===== config.mk =====
export PLATFORM = sky130hd
export DESIGN_NAME = uart_rx_engine
export DESIGN_NICKNAME = d
export VERILOG_FILES = /design/src/rtl/uart_pkg.sv /design/src/rtl/uart_rx_sampler.sv /design/src/rtl/uart_rx_engine.sv
export SDC_FILE = /design/constraint.sdc
export NUM_CORES = 1
export LEC_CHECK = 0
export ABC_AREA = 1
export CAP_MARGIN = 20
export CORE_MARGIN = 2
export CORE_UTILIZATION = 40
export CTS_BUF_LIST = sky130_fd_sc_hd__clkbuf_2 sky130_fd_sc_hd__clkbuf_4 sky130_fd_sc_hd__clkbuf_8
export DETAILED_ROUTE_END_ITERATION = 8
export GPL_ROUTABILITY_DRIVEN = 0
export PLACE_DENSITY = 0.57
export SYNTH_ARGS = -nofsm -noshare
export SYNTH_HDL_FRONTEND = slang
export SYNTH_SLANG_ARGS = --single-unit

===== constraint.sdc =====
create_clock -name clk -period 2 [get_ports clk]
set_input_delay 0.4 -clock clk [delete_from_list [all_inputs] [get_ports clk]]
set_output_delay 0.4 -clock clk [all_outputs]
set_load 0.03 [all_outputs]

===== src/rtl/uart_pkg.sv =====
`default_nettype none
// +----------------------------------------------------------------------+
// | Module   : uart_pkg                                                  |
// | Purpose  : Shared types and constants for the UART receive path:     |
// |            parity mode encoding, receiver FSM states, and the helper |
// |            that turns a raw data-bit setting into an effective one.  |
// | Ports    : none (package)                                            |
// | Revision : 1.0  initial release                                      |
// +----------------------------------------------------------------------+
package uart_pkg;

   typedef enum logic [1:0] {
      PAR_NONE  = 2'b00,
      PAR_EVEN  = 2'b01,
      PAR_ODD   = 2'b10,
      PAR_NONE2 = 2'b11
   } parity_e;

   typedef enum logic [2:0] {
      S_IDLE      = 3'd0,
      S_START     = 3'd1,
      S_DATA      = 3'd2,
      S_PARITY    = 3'd3,
      S_STOP      = 3'd4,
      S_WAIT_HIGH = 3'd5
   } state_e;

   localparam int MIN_DATA_BITS = 5;

   // Out-of-range data-bit settings fall back to the common 8-bit format.
   function automatic logic [3:0] eff_data_bits(input logic [3:0] cfg, input int max_bits);
      if (int'(cfg) >= MIN_DATA_BITS && int'(cfg) <= max_bits) begin
         return cfg;
      end
      return 4'd8;
   endfunction

endpackage
`default_nettype wire


===== src/rtl/uart_rx_sampler.sv =====
`default_nettype none
// +----------------------------------------------------------------------+
// | Module   : uart_rx_sampler                                           |
// | Purpose  : Synchronises the serial line, tracks the tick phase inside |
// |            the current bit period and forms a 3-sample majority vote.|
// | Ports    : clk, reset (sync, active-low), baud_tick, rx_in (async)   |
// |            start  - restart phase at the start-edge tick             |
// |            active - frame in progress, phase runs and votes issue    |
// |            line   - synchronised line level                          |
// |            fall_edge  - 1->0 of the synchronised line on a tick      |
// |            bit_strobe - 1 cycle at the vote point of each bit        |
// |            bit_value  - majority vote, valid with bit_strobe         |
// | Revision : 1.0  initial release                                      |
// +----------------------------------------------------------------------+
module uart_rx_sampler
   import uart_pkg::*;
#(
   parameter int OVERSAMPLE  = 16,
   parameter int SYNC_STAGES = 2
) (
   input  logic clk,
   input  logic reset,
   input  logic baud_tick,
   input  logic rx_in,
   input  logic start,
   input  logic active,
   output logic line,
   output logic fall_edge,
   output logic bit_strobe,
   output logic bit_value
);

   localparam int            PW      = $clog2(OVERSAMPLE);
   localparam logic [PW-1:0] PH_S0   = PW'(OVERSAMPLE / 2 - 1);
   localparam logic [PW-1:0] PH_S1   = PW'(OVERSAMPLE / 2);
   localparam logic [PW-1:0] PH_S2   = PW'(OVERSAMPLE / 2 + 1);
   localparam logic [PW-1:0] PH_LAST = PW'(OVERSAMPLE - 1);

   logic [SYNC_STAGES-1:0] sync_q;
   logic                   line_prev;
   logic [PW-1:0]          phase;
   logic                   samp0;
   logic                   samp1;

   always_ff @(posedge clk) begin
      if (!reset) begin
         sync_q    <= '1;
         line_prev <= 1'b1;
         phase     <= '0;
         samp0     <= 1'b0;
         samp1     <= 1'b0;
      end else begin
         sync_q <= {sync_q[SYNC_STAGES-2:0], rx_in};
         if (baud_tick) begin
            line_prev <= line;
            // The start-edge tick is offset 0 of the start bit, so the
            // next tick is offset 1; the phase then wraps every bit period.
            if (start) begin
               phase <= PW'(1);
            end else if (active) begin
               phase <= (phase == PH_LAST) ? '0 : phase + PW'(1);
            end else begin
               phase <= '0;
            end
            if (active && phase == PH_S0) samp0 <= line;
            if (active && phase == PH_S1) samp1 <= line;
         end
      end
   end

   assign line       = sync_q[SYNC_STAGES-1];
   assign fall_edge  = baud_tick & line_prev & ~line;
   assign bit_strobe = baud_tick & active & (phase == PH_S2);
   // Third sample is the live line at the vote tick.
   assign bit_value  = (samp0 & samp1) | (samp0 & line) | (samp1 & line);

endmodule
`default_nettype wire


===== src/rtl/uart_rx_engine.sv =====
`default_nettype none
// +----------------------------------------------------------------------+
// | Module   : uart_rx_engine                                            |
// | Purpose  : UART receiver with runtime frame format (5-9 data bits,   |
// |            none/even/odd parity, 1-2 stop bits), error flags, break |
// |            and overrun detection, valid/ready output handshake.      |
// | Ports    : clk, reset (sync, active-low), baud_tick, rx_in           |
// |            cfg_data_bits, cfg_parity, cfg_stop2 - latched per frame  |
// |            rx_data, rx_valid, rx_ready - word handshake              |
// |            parity_err, frame_err, break_det - qualified by rx_valid  |
// |            overrun - 1-cycle pulse, busy - FSM not idle              |
// | Revision : 1.0  initial release                                      |
// +----------------------------------------------------------------------+
module uart_rx_engine
   import uart_pkg::*;
#(
   parameter int OVERSAMPLE    = 16,
   parameter int MAX_DATA_BITS = 9,
   parameter int SYNC_STAGES   = 2
) (
   input  logic                     clk,
   input  logic                     reset,
   input  logic                     baud_tick,
   input  logic                     rx_in,
   input  logic [3:0]               cfg_data_bits,
   input  logic [1:0]               cfg_parity,
   input  logic                     cfg_stop2,
   output logic [MAX_DATA_BITS-1:0] rx_data,
   output logic                     rx_valid,
   input  logic                     rx_ready,
   output logic                     parity_err,
   output logic                     frame_err,
   output logic                     break_det,
   output logic                     overrun,
   output logic                     busy
);

   state_e                   state;
   state_e                   state_nxt;
   logic                     line;
   logic                     fall_edge;
   logic                     bit_strobe;
   logic                     bit_value;
   logic                     start;
   logic                     active;
   logic                     complete;
   logic [3:0]               nbits;
   parity_e                  par_mode;
   logic                     stop2_l;
   logic [3:0]               bit_cnt;
   logic                     stop_cnt;
   logic [MAX_DATA_BITS-1:0] shift;
   logic                     par_acc;
   logic                     perr_acc;
   logic                     ferr_acc;
   logic                     any_one;

   assign start  = (state == S_IDLE) && fall_edge;
   assign active = (state == S_START) || (state == S_DATA) ||
                   (state == S_PARITY) || (state == S_STOP);
   assign busy   = (state != S_IDLE);

   uart_rx_sampler #(
      .OVERSAMPLE  (OVERSAMPLE),
      .SYNC_STAGES (SYNC_STAGES)
   ) u_sampler (
      .clk        (clk),
      .reset      (reset),
      .baud_tick  (baud_tick),
      .rx_in      (rx_in),
      .start      (start),
      .active     (active),
      .line       (line),
      .fall_edge  (fall_edge),
      .bit_strobe (bit_strobe),
      .bit_value  (bit_value)
   );

   always_ff @(posedge clk) begin
      if (!reset) state <= S_IDLE;
      else        state <= state_nxt;
   end

   always_comb begin
      state_nxt = state;
      complete  = 1'b0;
      case (state)
         S_IDLE:   if (fall_edge) state_nxt = S_START;
         S_START:  if (bit_strobe) state_nxt = bit_value ? S_IDLE : S_DATA;
         S_DATA: begin
            if (bit_strobe && bit_cnt == nbits - 4'd1) begin
               state_nxt = (par_mode == PAR_EVEN || par_mode == PAR_ODD) ? S_PARITY : S_STOP;
            end
         end
         S_PARITY: if (bit_strobe) state_nxt = S_STOP;
         S_STOP: begin
            // Finish at the vote of the last stop bit; a low line here
            // means a break, which must not retrigger a new frame.
            if (bit_strobe && stop_cnt == stop2_l) begin
               complete  = 1'b1;
               state_nxt = line ? S_IDLE : S_WAIT_HIGH;
            end
         end
         S_WAIT_HIGH: if (baud_tick && line) state_nxt = S_IDLE;
         default:  state_nxt = S_IDLE;
      endcase
   end

   always_ff @(posedge clk) begin
      if (!reset) begin
         nbits      <= '0;
         par_mode   <= PAR_NONE;
         stop2_l    <= 1'b0;
         bit_cnt    <= '0;
         stop_cnt   <= 1'b0;
         shift      <= '0;
         par_acc    <= 1'b0;
         perr_acc   <= 1'b0;
         ferr_acc   <= 1'b0;
         any_one    <= 1'b0;
         rx_data    <= '0;
         rx_valid   <= 1'b0;
         parity_err <= 1'b0;
         frame_err  <= 1'b0;
         break_det  <= 1'b0;
         overrun    <= 1'b0;
      end else begin
         overrun <= 1'b0;

         if (start) begin
            nbits    <= eff_data_bits(cfg_data_bits, MAX_DATA_BITS);
            par_mode <= parity_e'(cfg_parity);
            stop2_l  <= cfg_stop2;
            bit_cnt  <= '0;
            stop_cnt <= 1'b0;
            shift    <= '0;
            par_acc  <= 1'b0;
            perr_acc <= 1'b0;
            ferr_acc <= 1'b0;
            any_one  <= 1'b0;
         end

         if (bit_strobe) begin
            case (state)
               S_DATA: begin
                  shift[bit_cnt] <= bit_value;
                  par_acc        <= par_acc ^ bit_value;
                  any_one        <= any_one | bit_value;
                  bit_cnt        <= bit_cnt + 4'd1;
               end
               S_PARITY: begin
                  perr_acc <= (par_acc ^ bit_value) != (par_mode == PAR_ODD);
                  any_one  <= any_one | bit_value;
               end
               S_STOP: begin
                  ferr_acc <= ferr_acc | ~bit_value;
                  any_one  <= any_one | bit_value;
                  stop_cnt <= 1'b1;
               end
               default: ;
            endcase
         end

         // Final stop-bit sample is folded in directly since its
         // accumulator update lands on the same edge as the load.
         if (complete) begin
            if (!rx_valid || rx_ready) begin
               rx_valid   <= 1'b1;
               rx_data    <= shift;
               parity_err <= perr_acc;
               frame_err  <= ferr_acc | ~bit_value;
               break_det  <= ~(any_one | bit_value);
            end else begin
               overrun <= 1'b1;
            end
         end else if (rx_valid && rx_ready) begin
            rx_valid <= 1'b0;
         end
      end
   end

endmodule
`default_nettype wire


==> run_results.csv, run 1 <==
group,metric,value,unit
drt,wl_per_cell,12.4,um
logic_synthesis,syn_inst,350,
logic_synthesis,syn_avg_cell_area,7.32,um2
global_route,grt_use_total,0.176,
critical_path,worst_ep_required_time,1.60,ns
logic_synthesis,synthAdderAreaFrac,0.0440,
clock_tree,clk_pin_slew_worst_paths,0.08,ns
sta,finalSetupTns,0,ns
sta,skew,0.00578,ns
logic_synthesis,synthMuxAreaShare,0,
floorplan,fp.coreArea,6280,um2
logic_synthesis,synth_common_cells,"66 x nand2_1, 51 x dfxtp_1, 38 x a21oi_1, 33 x inv_1, 33 x nor2_1",
final_layout,fin_nets,407,
floorplan,num_rows,29,
logic_synthesis,async_reset_ff_frac,0,
critical_path,reg2reg_slack,0.32,ns
clock_tree,cts_tree,"built",
logic_synthesis,synth-compound-area-share,0.146,
sta,fin_crit,1.76,ns
pwr,p_leak,1.22,nW
drt,ant_nets,0,
global_route,grt_max_degree,23,
global_route,grt_pass1_vias,2230,
pwr,p_per_area,719,nW/um2
drt,drcViolationCount,0,
logic_synthesis,ys_types,38,
sta,slew_viol_final,0,
global_route,antenna_found_initial,0,
clock_tree,root_buffer,"clkbuf_8",
critical_path,critical_path.max_fanout,5,
placement,port_buffers,26,
pwr,ir_worst_vdd,0.356,mV
logic_synthesis,synth_top_family_by_area,"simple AND/OR/NAND/NOR gates",
critical_path,critPathCaptureType,"output port",
floorplan,dieArea,7060,um2
clock_tree,clockBufferDepth,2,
critical_path,critPathLaunch,"state[0]",
floorplan,die_h,84.0,um
critical_path,cpPeakStageDelay,0.45,ns
sta,maxSlewHeadroom,0.753,
clock_tree,clk_latency,0.30,ns
critical_path,cp_slowest_cell,"dfxtp_1",
final_layout,area_growth,19.2,%
critical_path,critPathLaunchType,"flip-flop",
sta,hold_viol,0,
drt,avgViaCountPerCell,5.07,
logic_synthesis,yosysMostFrequentCell,"nand2_1",
critical_path,cp_cell_sequence,"nor2_2, nand2_1, dlygate4sd2_1",
sta,fin_crit_sh,0.879,
logic_synthesis,yosys.area_share.xor_xnor,0.0205,
sta,setup_violations,0,
placement,dpl.cell_count,456,
min_path,hold_start,"u_sampler.sync_q[0]",
logic_synthesis,ys.flop_type,"dfxtp_1",
floorplan,die_x,84.0,um
logic_synthesis,synth-simple-area-share,0.307,
critical_path,critPathBufInv,1,
final_layout,fin_cells,462,
flow_run,maxCapViolations,0,
sta,max_freq,569,MHz
clock_tree,cts_sinks,51,
logic_synthesis,syn_area,2560,um2
global_route,grt_remaining_overflow,0,
logic_synthesis,synth_top_cell_by_area,"dfxtp_1",
logic_synthesis,synth-edff-count,0,
logic_synthesis,seq_area_frac_synth,0.399,
global_route,grt_pass1_wl,10200,um
clock_tree,post_cts_resized,1,
clock_tree,postCtsSetupRepairBufs,0,
logic_synthesis,synth_fp_nets,371,
critical_path,path_class,"reg -> out",
final_layout,layout-drive-gt1-share,0.125,
sta,fin_ws,0.243,ns
clock_tree,cts_hold_buf,0,
drt,firstDrtPassIters,4,
sta,rsz0062_at_grt,"no",
final_layout,diodes,0,
floorplan,num_io_pins,27,
clock_tree,numCtsBuffers,5,
critical_path,crit_arrival,1.36,ns
logic_synthesis,yosys_warnings,0,
min_path,worstHoldPathType,"reg -> reg",
final_layout,postLayoutCoreUtil,0.486,
clock_tree,h-tree-depth,2,
drt,drtIter0Drc,112,
placement,hpwl,4280,um
floorplan,start_util,0.408,
logic_synthesis,synth.area.top_cells,"dfxtp_1 40%, nand2_1 9.7%, a21oi_1 7.4%, nand3_1 6.1%, inv_1 4.8%",
critical_path,cpLargestDelayFamily,"flip-flops",
status,status,"finished, final reports clean",
critical_path,reg2reg_from,"state[0]",
drt,num_vias,2341,
placement,post-place-ws,0.0731,ns
logic_synthesis,synth.top_cell.area_share,0.399,
logic_synthesis,ys_ff_latch,51,
sta,worstMarginPinSlew,0.369,ns
drt,wl,5720,um
## sequential cells by signal (all words and copies together), names as in the netlist, 2 cells and up
register and flops:
nbits 4, par_mode 2, u_sampler.phase 4, u_sampler.sync_q 2, rx_data 9, shift 9
bit_cnt 4, state 3
## layer usage
layer / GRT usage / part of all wire / routed length (um)
met3: 0.0297 / 0.020 / 112
met5: 0 / 0 / 0
met2: 0.292 / 0.47 / 2700
met4: 0.0572 / 0.015 / 87
met1: 0.233 / 0.49 / 2820
## where the power goes
group / leakage, nW / switching (W) / total [W] / internal (W)
clock network: 0.0406 / 0.000315 / 0.000563 / 0.000248
logic: 0.766 / 0.000347 / 0.000542 / 0.000195
registers: 0.412 / 0.0000401 / 0.00109 / 0.00105
## final cells by class
| class | count | area, um2 |
|---|---|---|
| fillers | 647 | 3230 |
| multi-input cells | 246 | 1320 |
| flip-flops and latches | 51 | 1020 |
| repair buffers | 40 | 377 |
| inverters | 42 | 158 |
| well taps | 77 | 96.3 |
| clock buffers | 6 | 76.3 |
## through the flow
| step | hold WS [ns] | total power, W | area (um2) |
|---|---|---|---|
| after global placement | 0.395 | 0.00166 | 2980 |
| after global routing | 0.456 | 0.00234 | 3050 |
| final | 0.417 | 0.00220 | 3050 |
| after floorplan | 0.393 | 0.00150 | 2560 |
| after CTS | 0.421 | 0.00221 | 3050 |
| after detailed placement | 0.401 | 0.00166 | 2980 |
## worst paths after layout
path | end | cells after the start
hold / removal | u_sampler.sync_q[1] | 1
setup / recovery | busy | 3
hold reg to reg | u_sampler.sync_q[1] | 1
setup reg to reg | bit_cnt[2] | 9
## cell families after synthesis
| kind of cell | count (synthesis) |
|---|---|
| AND/OR/NAND/NOR | 165 |
| AO/OA/AOI/OAI | 66 |
| buffers and inverters | 53 |
| flip-flops | 51 |
| adder cells (fa/ha/maj) | 9 |
| XOR/XNOR | 6 |
## cells in the final DEF, fill, tap and decap left out, drive strengths merged
cell | netlist | routed
nand2 | 73 | 73
dfxtp | 51 | 51
inv | 41 | 41
a21oi | 39 | 39
nor2 | 37 | 37
nand3 | 34 | 34
clkdlybuf4s50 | 0 | 25
o21ai | 17 | 17
buf | 7 | 14
ha | 9 | 9
nor3 | 9 | 9
nand4 | 8 | 8
clkbuf | 4 | 6
xor2 | 5 | 5
o211ai | 3 | 3
a211oi | 3 | 3
or2 | 2 | 2
and2 | 1 | 1
xnor2 | 1 | 1
clkinv | 1 | 1
o221ai | 1 | 1
nor4 | 1 | 1
a31oi | 1 | 1
o2111ai | 1 | 1
o31ai | 1 | 1
dlygate4sd2 | 0 | 1
Note: power is estimated with default switching activity, not from simulation.
==> inputs of run 2 (changes only) <==
- CORE_MARGIN: 2 -> not set
==> run_results.csv, run 2 (same netlist as run 1, synthesis figures left out) <==
group,metric,value,unit
drt,ant_nets,0,
floorplan,die_h,82.0,um
floorplan,die_x,82.0,um
critical_path,cp_cell_sequence,"inv_2, nand2_1, dlygate4sd2_1",
sta,hold_ws,0.418,ns
drt,drcViolationCount,0,
critical_path,ff2ff_path_depth,9,
drt,wl_per_cell,12.7,um
sta,skew,0.00769,ns
min_path,hold_depth,1,
critical_path,worst_ep_required_time,1.60,ns
clock_tree,cts_sinks,51,
sta,fin_crit,1.75,ns
status,status,"finished, final reports clean",
drt,wl,5840,um
pwr,p_per_area,728,nW/um2
clock_tree,clockBufferDepth,2,
clock_tree,root_buffer,"clkbuf_8",
sta,hold_viol,0,
sta,maxSlewHeadroom,0.737,
placement,post-place-ws,0.120,ns
sta,fin_ws,0.250,ns
critical_path,critPathCaptureType,"output port",
clock_tree,clk_pin_slew_worst_paths,0.09,ns
clock_tree,post_cts_resized,1,
placement,hpwl,4320,um
critical_path,cpPeakStageDelay,0.43,ns
final_layout,regArea,1020,um2
final_layout,final_common_cell,"nand2_1",
critical_path,rr_endpoint,"rx_data[4]",
clock_tree,cts_tree,"built",
clock_tree,clk_latency,0.30,ns
drt,num_vias,2285,
floorplan,fp.coreArea,6060,um2
sta,slew_viol_final,0,
flow_run,maxCapViolations,0,
floorplan,start_util,0.423,
sta,rsz0062_at_grt,"no",
final_layout,final_cell_mix,"66 x nand2_1, 51 x dfxtp_1, 38 x a21oi_1",
final_layout,multiInputGateArea,1320,um2
pwr,power.total,0.00222,W
drt,avgViaCountPerCell,4.97,
critical_path,cp_slowest_cell,"dfxtp_1",
floorplan,dieArea,6730,um2
floorplan,num_io_pins,27,
global_route,grt_pass1_vias,2034,
final_layout,diodes,0,
final_layout,fin_nets,405,
critical_path,crit_arrival,1.35,ns
final_layout,layout-drive-gt1-share,0.125,
sta,worstMarginPinSlew,0.393,ns
drt,drtIter0Drc,134,
drt,firstDrtPassIters,4,
critical_path,critical_path.max_fanout,5,
sta,finalSetupTns,0,ns
min_path,hold_start,"u_sampler.sync_q[0]",
placement,port_buffers,26,
final_layout,largest_registers,"rx_data x9, shift x9",
pwr,ir_worst_vdd,0.339,mV
critical_path,reg2reg_slack,0.32,ns
sta,fin_crit_sh,0.875,
clock_tree,h-tree-depth,2,
global_route,grt_use_total,0.184,
final_layout,nFillCells,627,
critical_path,path_class,"reg -> out",
global_route,grt_remaining_overflow,0,
pwr,p_leak,1.21,nW
sta,max_freq,572,MHz
critical_path,reg2reg_from,"u_sampler.phase[1]",
critical_path,critPathLaunchType,"flip-flop",
clock_tree,postCtsSetupRepairBufs,0,
floorplan,num_rows,28,
global_route,antenna_found_initial,0,
min_path,worstHoldEndpoint,"u_sampler.sync_q[1]",
global_route,grt_max_degree,30,
final_layout,area_growth,19.0,%
clock_tree,cts_hold_buf,0,
global_route,grt_pass1_wl,9450,um
sta,setup_violations,0,
clock_tree,numCtsBuffers,5,
min_path,worstHoldPathType,"reg -> reg",
run 2: changes by cell type in the layout (fill, tap and decap cells not counted), sizes merged:
cell	before	now
buf	14	12
clkinv	1	2
clkinvlp	0	1
run 2: final cells by class:
| cell class | instances | area share |
|---|---|---|
| inverter | 42 | 0.0517 |
| sequential | 51 | 0.335 |
| clock inverter | 2 | 0.00411 |
| tap | 75 | 0.0308 |
| timing repair buffer | 38 | 0.119 |
| multi-input combinational | 246 | 0.434 |
| clock buffer | 6 | 0.0251 |
run 2: worst max-delay path, delay by kind of cell (launching register included):
kind / cells / cell delay, ns
DFF: 1 / 0.43
and+or+nand+nor: 1 / 0.13
buffers and inverters: 2 / 0.49
run 2: metal layers:
layer,vias up,share of wire,track usage
li1,1217,-,-
met1,1032,0.52,0.249
met2,31,0.44,0.298
met3,5,0.032,0.0389
met4,0,0.0082,0.0439
met5,-,0,0
run 2: metrics by stage:
stage          utilization  instances  instance area [um2]
4_1_cts              0.503        460                 3050
6_report             0.503        460                 3050
3_3_place_gp         0.488        452                 2960
3_5_place_dp         0.488        452                 2960
5_1_grt              0.503        460                 3050
2_1_floorplan            -        350                 2560
run 2: worst max path at each step:
stage	startpoint	endpoint	slack [ns]	cells past startpoint
after floorplan	u_sampler.phase[1]	rx_data[2]	0.49	10
after CTS	state[2]	busy	0.23	3
after global routing	nbits[0]	state[1]	0.14	11
final	state[2]	busy	0.25	3
after global placement	baud_tick	shift[1]	0.12	7
after detailed placement	baud_tick	shift[1]	0.12	7
run 2: power breakdown:
part,internal [W],leakage (nW),switching (W),total (W)
sequential,0.00105,0.412,0.0000381,0.00109
combinational,0.000187,0.758,0.000343,0.000530
clock,0.000259,0.0446,0.000340,0.000599
total,0.00150,1.21,0.000721,0.00222
